`config.mk`:
```
export PLATFORM = sky130hd
export DESIGN_NAME = fifo_wr_arbiter
export DESIGN_NICKNAME = d
export VERILOG_FILES = /design/src/rtl/fifo_arb_pkg.sv /design/src/rtl/rr_pick.sv /design/src/rtl/fifo_wr_arbiter.sv
export SDC_FILE = /design/constraint.sdc
export NUM_CORES = 1
export LEC_CHECK = 0
export CORE_ASPECT_RATIO = 1.75
export CORE_MARGIN = 3
export CORE_UTILIZATION = 39
export DETAILED_ROUTE_END_ITERATION = 6
export GPL_TIMING_DRIVEN = 0
export PLACE_DENSITY_LB_ADDON = 0.25
export SETUP_SLACK_MARGIN = 0.15
export SLEW_MARGIN = 20
export SYNTH_ARGS = -nofsm -noshare
export SYNTH_HDL_FRONTEND = slang
export SYNTH_SLANG_ARGS = --single-unit
```
`constraint.sdc`:
```
create_clock -name i_clk -period 3.1 [get_ports i_clk]
set_clock_uncertainty 0.05 [all_clocks]
set_input_delay 0.62 -clock i_clk [delete_from_list [all_inputs] [get_ports i_clk]]
set_output_delay 0.62 -clock i_clk [all_outputs]
set_load 0.02 [all_outputs]
```
`src/rtl/fifo_arb_pkg.sv`:
```
// rtl/fifo_arb_pkg.sv - shared state type, counter width and id width helper for the FIFO write arbiter
package fifo_arb_pkg;

  typedef enum logic {
    ARB_IDLE = 1'b0,
    ARB_LOCK = 1'b1
  } arb_state_t;

  localparam int BEAT_CNT_W = 8;

  function automatic int id_width(input int n);
    return (n <= 2) ? 1 : $clog2(n);
  endfunction

endpackage

```
`src/rtl/rr_pick.sv`:
```
// rtl/rr_pick.sv - combinational rotate-priority search; the first set request at or after i_ptr wins
module rr_pick
  import fifo_arb_pkg::*;
#(
  parameter  int N_REQ = 4,
  localparam int ID_W  = id_width(N_REQ)
) (
  input  logic [N_REQ-1:0] i_req,
  input  logic [ID_W-1:0]  i_ptr,
  output logic             o_hit,
  output logic [ID_W-1:0]  o_idx
);

  localparam logic [ID_W:0] NREQ_L = (ID_W+1)'(N_REQ);

  logic [2*N_REQ-1:0] w_rot;
  logic [ID_W-1:0]    w_off;
  logic [ID_W:0]      w_sum;

  // Doubling the vector turns the wrap-around into a plain right shift.
  assign w_rot = {i_req, i_req} >> i_ptr;

  always_comb begin
    o_hit = 1'b0;
    w_off = '0;
    for (int k = N_REQ - 1; k >= 0; k--) begin
      if (w_rot[k]) begin
        o_hit = 1'b1;
        w_off = ID_W'(k);
      end
    end
  end

  assign w_sum = {1'b0, i_ptr} + {1'b0, w_off};
  assign o_idx = (w_sum >= NREQ_L) ? ID_W'(w_sum - NREQ_L) : ID_W'(w_sum);

endmodule

```
`src/rtl/fifo_wr_arbiter.sv`:
```
// rtl/fifo_wr_arbiter.sv - round-robin arbiter locking one FIFO write port to a producer per packet
module fifo_wr_arbiter
  import fifo_arb_pkg::*;
#(
  parameter  int N_REQ      = 4,
  parameter  int FIFO_WIDTH = 8,
  parameter  int MAX_BEATS  = 8,
  localparam int ID_W       = id_width(N_REQ)
) (
  input  logic                        i_clk,
  input  logic                        i_rst,
  input  logic [N_REQ-1:0]            i_req_valid,
  input  logic [N_REQ-1:0]            i_req_last,
  input  logic [N_REQ*FIFO_WIDTH-1:0] i_req_data,
  output logic [N_REQ-1:0]            o_req_ready,
  input  logic                        i_fifo_full,
  output logic                        o_fifo_wenable,
  output logic [FIFO_WIDTH-1:0]       o_fifo_wdata,
  output logic [ID_W-1:0]             o_grant_id,
  output logic                        o_busy
);

  localparam logic [BEAT_CNT_W-1:0] MAX_L   = BEAT_CNT_W'(MAX_BEATS);
  localparam logic [ID_W-1:0]       LAST_ID = ID_W'(N_REQ - 1);

  arb_state_t            r_state;
  arb_state_t            w_state_nxt;
  logic [ID_W-1:0]       r_rr_ptr;
  logic [ID_W-1:0]       r_grant_id;
  logic [BEAT_CNT_W-1:0] r_beat_cnt;
  logic                  w_pick_hit;
  logic [ID_W-1:0]       w_pick_idx;
  logic                  w_xfer;
  logic                  w_release;

  rr_pick #(.N_REQ(N_REQ)) u_rr_pick (
    .i_req (i_req_valid),
    .i_ptr (r_rr_ptr),
    .o_hit (w_pick_hit),
    .o_idx (w_pick_idx)
  );

  // Full gates ready and wenable combinationally so a blocked beat stays at its producer.
  always_comb begin
    w_state_nxt  = r_state;
    o_req_ready  = '0;
    o_fifo_wdata = '0;
    w_xfer       = 1'b0;
    w_release    = 1'b0;
    case (r_state)
      ARB_IDLE: begin
        if (w_pick_hit) w_state_nxt = ARB_LOCK;
      end
      ARB_LOCK: begin
        o_req_ready[r_grant_id] = !i_fifo_full;
        o_fifo_wdata = i_req_data[r_grant_id*FIFO_WIDTH +: FIFO_WIDTH];
        w_xfer       = i_req_valid[r_grant_id] && !i_fifo_full;
        w_release    = w_xfer && (i_req_last[r_grant_id] || (r_beat_cnt + 1'b1 == MAX_L));
        if (w_release) w_state_nxt = ARB_IDLE;
      end
      default: w_state_nxt = ARB_IDLE;
    endcase
  end

  always_ff @(posedge i_clk) begin
    if (i_rst) begin
      r_state    <= ARB_IDLE;
      r_rr_ptr   <= '0;
      r_grant_id <= '0;
      r_beat_cnt <= '0;
    end else begin
      r_state <= w_state_nxt;
      if (r_state == ARB_IDLE && w_pick_hit) begin
        r_grant_id <= w_pick_idx;
        r_beat_cnt <= '0;
      end
      if (w_xfer) r_beat_cnt <= r_beat_cnt + 1'b1;
      if (w_release) r_rr_ptr <= (r_grant_id == LAST_ID) ? '0 : r_grant_id + 1'b1;
    end
  end

  assign o_fifo_wenable = w_xfer;
  assign o_grant_id     = r_grant_id;
  assign o_busy         = (r_state == ARB_LOCK);

endmodule

```
# Word level (Yosys, flattened, before mapping)
# Cells that the tools add are included.
[word_totals] register_bits=13 output_inout_bits=16
[classes] addsub=4 order_cmp=3 eq_ne=2 n_shift=2 muxes=25 bitwise=2 reduce_logical=7
[ops] op="$shiftx A32 B6 Y8" n=1
[ops] op="$mux W8" n=3
[ops] op="$mux W2" n=6
[ops] op="$mux W1" n=11
[ops] op="$add A8 B1 Y8 const B" n=1
[ops] op="$eq A8 B4 Y1 const B" n=1
[ops] op="$shr A8 B2 Y4" n=1
[ops] op="$and A4 B4 Y4" n=1
[ops] op="$bmux W1 S2" n=2
[ops] op="$logic_and A1 B1 Y1" n=4
[ops] op="$mux W4" n=1
[ops] op="$add A2 B2 Y3" n=1
[ops] op="$ge A3 B3 Y1 const B" n=1
[ops] op="$lt A2 B3 Y1 const B" n=1
[ops] op="$add A2 B1 Y2 const B" n=1
[ops] op="$demux W1 S2" n=1
[ops] op="$eq A2 B2 Y1 const B" n=1
[ops] op="$ge A2 B1 Y1 const B" n=1
[ops] op="$pmux W1 S2" n=1
[ops] op="$reduce_bool A2 Y1" n=1
[ops] op="$sub A2 B1 Y2 const B" n=1
[ops] op="$logic_not A1 Y1" n=1
[ops] op="$logic_or A1 B1 Y1" n=1
[ops] op="$not A1 Y1" n=1

# Longest topological paths before layout
# Gate-level depths: netlist of the first run.
[logic_depth] word_depth=8 ltp_mapped=9 mapped_depth_nobuf=8

# Cells and area by module
# Synthesis of the first run repeated with hierarchy kept, for this count alone.
[hier_totals] cells_unflattened=141 hier_area_um2=1281.2
[by_module_without_submodules] mod="fifo_wr_arbiter" n_inst=1 cells_per_inst=118 area_each_um2=1101.1
[by_module_without_submodules] mod="rr_pick" n_inst=1 cells_per_inst=23 area_each_um2=180.2

# Worst setup path before layout of the first run
# No wires, ideal clock.
[synth_timing] path_type="register to output" startpoint="register r_grant_id[0] (netlist: o_grant_id[0])" endpoint="output port o_fifo_wdata[0]" t_arrival_ns=1.626 required_time_ns=2.430 path_slack_ns=0.804 stages_incl_launch_ff=4 path_cell_list="dfxtp_1 > buf_2 > mux4_2 > and2_1"
[synth_via] elab_chain_cells=2
[synth_rtl] element="from (decl)" line_no="fifo_wr_arbiter.sv:29" text="logic [ID_W-1:0] r_grant_id;"
[synth_rtl] element="from (signal assigned)" line_no="fifo_wr_arbiter.sv:74" text="r_grant_id <= w_pick_idx;"
[synth_rtl] element="$shiftx A32 B6 Y8" line_no="fifo_wr_arbiter.sv:56" text="o_fifo_wdata = i_req_data[r_grant_id*FIFO_WIDTH +: FIFO_WIDTH];"
[synth_rtl] element="$mux W8" line_no="fifo_wr_arbiter.sv:50" text="case (r_state)"
[synth_rtl] element="to (decl)" line_no="fifo_wr_arbiter.sv:18" text="output logic [FIFO_WIDTH-1:0] o_fifo_wdata,"
# Every way passes these cells.

# Worst setup path after layout of the first run
[layout_timing] startpoint="input port i_fifo_full" endpoint="output port o_fifo_wenable"
[layout_via] elab_chain_cells=3
[layout_rtl] element="from (decl)" line_no="fifo_wr_arbiter.sv:16" text="input logic i_fifo_full,"
[layout_rtl] element="$logic_not A1 Y1" line_no="fifo_wr_arbiter.sv:57" text="w_xfer = i_req_valid[r_grant_id] && !i_fifo_full;"
[layout_rtl] element="$logic_and A1 B1 Y1" line_no="fifo_wr_arbiter.sv:57"
[layout_rtl] element="$mux W1" line_no="fifo_wr_arbiter.sv:50"
[layout_rtl] element="to (decl)" line_no="fifo_wr_arbiter.sv:17" text="output logic o_fifo_wenable,"
# Every way passes these cells.

==> results.yml, run 1 <==
sta:
  holdWs_ns: 0.480
  fmax_mhz: 350
  slew_viol_final: 0
  max_slew.worst_pin.slew_ns: 0.494
  slew_headroom_pct: 67.1
  finalSetupViolCount: 0
  min_period_ns: 2.85
  setup_tns_ns: 0
  finalHoldViolCount: 0
  rsz0062_at_grt: "false"
  fin_crit_sh_pct: 92.1
global_route:
  grt_max_degree: 11
  grt_overflow_total: 0
  grt_util_all_layers_pct: 20.2
  grt_pass1_vias: 1321
  grt_pass1_wl_mm: 5.72
  antenna_found_initial: 0
clock_tree:
  h-tree-depth: 1
  clk_pin_slew_ns: 0.06
  clockBufferDepth: 2
  insertion_delay_ns: 0.25
  cts.sinks: 13
  cts_buffers: 3
  root_buffer: "clkbuf_8"
  cts_tree: "done"
  holdBufCountCts: 0
floorplan:
  fp.dieW_um: 48.2
  die_y_um: 79.8
  dieArea_mm2: 0.00385
  core-area_mm2: 0.00296
  start_util_pct: 41.0
  io_pins: 59
  row_count: 26
critical_path:
  worstSetupStartpointType: "primary input"
  worstPathMaxFanout: 10
  path_class: "primary input to output pin"
  cp-end-kind: "output pin"
  critPathArrivalTime_ns: 2.18
  required_ns: 2.43
synth:
  ys_seq_area_share_pct: 21.4
  async_flop_share_pct: 0
  yosysUniqueCellTypes: 39
  synth_flop_cell: "dfxtp_1"
  postSynthAreaPerCell_um2: 8.87
  ys_seq_elements: 13
  syn_nets: 187
  synth_warnings: 0
  synth_edf_count: 0
  syn_area_mm2: 0.00121
  synth_cells: 137
final_layout:
  mostFrequentLayoutCells: "clkdlybuf4s50_1, and2_1, a21oi_1, dfxtp_1, nor2_1"
  layout_commonest_cell: "clkdlybuf4s50_1"
  drive_above_1_share_pct: 9.55
  stdcell_area_mm2: 0.00190
  nets: 250
  syn_to_final_growth_pct: 56.2
  diodes: 0
  fin_util_pct: 64.1
job:
  maxCapViolations: 0
drt:
  via_count: 1330
  wl_mm: 3.80
  drt_iter0_drc: 22
  drt-pass1-iter-count: 4
  avgRoutedWirePerCell_um: 15.8
  antenna_left: 0
  avgViaCountPerCell: 5.52
  drc: 0
power_and_ir_drop:
  peakVddDrop_mv: 0.292
  total_power_uw: 572
  p_leak_nw: 0.689
  powerDensity_mw_per_mm2: 301
place:
  globalplace.congestion: 0.801
  placed_cell_area_mm2: 0.00185
  hpwlAfterDp_mm: 3.07
  port_buffers: 58
status:
  status: "completed"
hold_path:
  min_path_type: "flop to flop"
[final timing paths]
path / start / end / slack [ns] / cells after the start
worst max-delay path: i_fifo_full / o_fifo_wenable / 0.25 / 6
worst min-delay path: r_beat_cnt[7] / r_beat_cnt[7] / 0.48 / 2
worst max register to register: r_beat_cnt[0] / r_rr_ptr[0] / 0.96 / 6
worst min register to register: r_beat_cnt[7] / r_beat_cnt[7] / 0.48 / 2
[cells by family after synthesis]
family | count (synthesis) | synth area share (%)
simple gates | 58 | 27.8
compound gates | 31 | 15.3
xor+xnor | 5 | 3.60
fa+ha+maj | 7 | 7.21
buf+inv | 10 | 4.22
mux | 13 | 20.4
flops | 13 | 21.4
[report_power, final]
group / internal, mW / switching, mW
Sequential: 0.173 / 0.0106
Combinational: 0.134 / 0.0930
Clock: 0.0893 / 0.0722
Total: 0.396 / 0.176
[cell usage after synthesis (all sizes together) (5+ instances only)]
cell type  instances  area, um2
nor2              11       41.3
clkbuf             5       18.8
a21oi             12       60.1
ha                 7       87.6
dfxtp             13        260
nand2              6       22.5
and2              13       81.3
mux4               9        203
nor2b              5       31.3
nand3b             5       37.5
xnor2              5       43.8
o21ai              8       40.0
[flip-flops by register name, summed over array words and instances (netlist names)]
name / cells
o_busy: 1
r_beat_cnt: 8
o_grant_id: 2
r_rr_ptr: 2
[layer usage]
metal | share of wire, % | wire length, um | GRT usage (%)
met3 | 13 | 508 | 4.74
met1 | 31 | 1190 | 17.4
met4 | 1.8 | 67 | 8.63
met2 | 54 | 2040 | 38.7
met5 | 0 | 0 | 0
[timing repair]
action	in CTS	in global routing
endpoints found under the setup margin	9	0
gates resized for setup	4	0
buffers inserted	0	0
hold endpoints to repair	0	0
[critical path, cell delays in order]
cell and delay (ns):
clkdlybuf4s50_1 0.44, or3b_1 0.37, o22a_1 0.18, buf_6 0.15
inv_6 0.09, dlygate4sd2_1 0.34
[through the flow]
stage,setup WS (ns),cells
final,0.245,241
after global routing,0.153,241
after CTS,0.239,241
after detailed placement,-0.0103,237
after global placement,0.00260,237
after floorplan,0.804,137
[layout make-up]
class                   count  area (um2)
flip-flops and latches     13         262
clock buffers               3        41.3
multi-input cells         114         903
inverters                   3        16.3
plain buffers               7        38.8
fillers                   259        1060
clock inverters             1        5.00
repair buffers             58         579
well taps                  42        52.6
Note: power is estimated with default switching activity, not from simulation.
==> run 2: changes to the inputs <==
--- a/config.mk
+++ b/config.mk
@@ -16,3 +16,4 @@
 export SYNTH_ARGS = -nofsm -noshare
 export SYNTH_HDL_FRONTEND = slang
 export SYNTH_SLANG_ARGS = --single-unit
+export TNS_END_PERCENT = 100
==> results of run 2 <==
The final DEF is identical to that of run 1; final timing and power are the same.
==> run 3: changes to the inputs <==
--- a/config.mk
+++ b/config.mk
@@ -9,8 +9,9 @@
 export CORE_MARGIN = 3
 export CORE_UTILIZATION = 39
 export DETAILED_ROUTE_END_ITERATION = 6
-export GPL_TIMING_DRIVEN = 0
+export GPL_TIMING_DRIVEN = 1
 export PLACE_DENSITY_LB_ADDON = 0.25
+export REMOVE_ABC_BUFFERS = 1
 export SETUP_SLACK_MARGIN = 0.15
 export SLEW_MARGIN = 20
 export SYNTH_ARGS = -nofsm -noshare
==> run 3 against run 2 <==
First-iteration DRC count increased by 4.5%. Global-route usage decreased by 1.2 points. Non-clock buffer count unchanged. Utilization increased by 0.46 points. Power decreased by 1.2%. Critical path depth decreased by 2. Cell area increased by 0.72%. Via count increased by 1.6%. Die area unchanged. Count of clock-buffer cells in the layout unchanged. Critical path type unchanged. Highest routed layer unchanged.
==> results.yml, run 3 (synthesis gave the netlist of run 1 again) <==
place:
  dp_slack_ns: 0.106
  hpwlAfterDp_mm: 3.00
  port_buffers: 58
  globalplace.congestion: 0.795
global_route:
  grt.met3_usage_pct: 5.19
  grt_overflow_total: 0
  grt_max_degree: 16
  met2_usage_pct: 37.0
  busiest_layer: "met2"
  antenna_found_initial: 0
  grt_pass1_vias: 1420
  grt_util_all_layers_pct: 19.0
  grt_pass1_wl_mm: 5.49
  met1_usage_pct: 15.5
sta:
  finalSetupViolCount: 0
  finalWorstSetupSlack_ns: 0.243
  min_period_ns: 2.86
  slew_viol_final: 0
  fin_crit_sh_pct: 92.2
  max_slew.worst_pin.slew_ns: 0.528
  fmax_mhz: 350
  setup_tns_ns: 0
  slew_headroom_pct: 64.7
  finalHoldViolCount: 0
  rsz0062_at_grt: "false"
floorplan:
  core-area_mm2: 0.00296
  io_pins: 59
  die_y_um: 79.8
  fp.dieW_um: 48.2
  start_util_pct: 41.0
  row_count: 26
  dieArea_mm2: 0.00385
clock_tree:
  clockBufferDepth: 2
  h-tree-depth: 1
  insertion_delay_ns: 0.25
  clk_pin_slew_ns: 0.05
  cts_tree: "done"
  cts_buffers: 3
  holdBufCountCts: 0
  root_buffer: "clkbuf_8"
  cts.sinks: 13
drt:
  avgViaCountPerCell: 5.61
  wl_mm: 3.60
  drt-pass1-iter-count: 4
  drt_iter0_drc: 23
  via_count: 1351
  avgRoutedWirePerCell_um: 14.9
  antenna_left: 0
  drc: 0
critical_path:
  worstSetupStartpointType: "primary input"
  required_ns: 2.43
  r2r_slack_ns: 0.90
  critPathArrivalTime_ns: 2.19
  path_class: "primary input to output pin"
  cp-end-kind: "output pin"
  worstPathMaxFanout: 1
final_layout:
  mostFrequentLayoutCells: "clkdlybuf4s50_1, and2_1, a21oi_1, dfxtp_1, nor2_1"
  regMostFlops: "r_beat_cnt"
  layout_commonest_cell: "clkdlybuf4s50_1"
  multi_input_area_um2: 903
  diodes: 0
  syn_to_final_growth_pct: 57.4
  nets: 250
  largest_reg_flops: 8
  n_fill_cell: 263
  drive_above_1_share_pct: 11.6
  seqCellArea_um2: 262
status:
  status: "completed"
power_and_ir_drop:
  peakVddDrop_mv: 0.268
  p_leak_nw: 0.703
  powerDensity_mw_per_mm2: 296
job:
  maxCapViolations: 0
hold_path:
  min_path_type: "flop to flop"
run 3: cell types whose count changed in the layout (fill, tap and decap cells not counted), sizes merged:
cell	previous run	this run
clkbuf	8	3
buf	2	7
run 3: path summary, 6_finish.rpt:
path,start,endpoint,cells past startpoint
worst max-delay path,i_req_data[24],o_fifo_wdata[0],4
worst min-delay path,r_beat_cnt[7],r_beat_cnt[7],2
worst max register to register,o_grant_id[1],r_beat_cnt[6],7
worst min register to register,r_beat_cnt[7],r_beat_cnt[7],2
run 3: final cells by class:
class	instances	share of cell area, %
clock buffer	3	2.16
clock inverter	1	0.262
inverter	3	0.851
multi-input combinational	114	47.3
sequential	13	13.7
tap	42	2.75
timing repair buffer	65	33.0
run 3: per-stage QoR:
| step | hold WS (ns) | cells | area, um2 | total power, mW | utilization, % |
|---|---|---|---|---|---|
| 6_report | 0.485 | 241 | 1910 | 0.565 | 64.6 |
| 5_1_grt | 0.526 | 241 | 1910 | 0.593 | 64.6 |
| 4_1_cts | 0.485 | 241 | 1910 | 0.570 | 64.6 |
| 3_5_place_dp | 0.478 | 237 | 1870 | 0.419 | 63.0 |
| 3_3_place_gp | 0.454 | 237 | 1870 | 0.411 | 63.0 |
| 2_1_floorplan | 0.426 | 130 | 1180 | 0.296 | - |
run 3: routing by layer:
metal	wire length (um)	part of all wire [%]
met5	0	0
met4	91	2.5
met3	454	13
met2	1870	52
met1	1180	33
run 3: what timing repair did:
item / 4_1_cts / 5_1_grt
gates resized for setup: 2 / 0
setup buffers: 0 / 0
setup endpoints to repair: 9 / 0
run 3: worst max-delay path: stages:
cell and delay, ns:
clkdlybuf4s50_1 0.40, mux4_2 0.46, and2_1 0.17, clkdlybuf4s50_1 0.53
run 3: report_power, final:
group	switching [mW]	total [mW]	leakage, nW	internal [mW]
registers	0.0171	0.190	0.106	0.173
clock network	0.0636	0.152	0.0255	0.0889
logic	0.0855	0.222	0.572	0.137
total	0.166	0.565	0.703	0.399
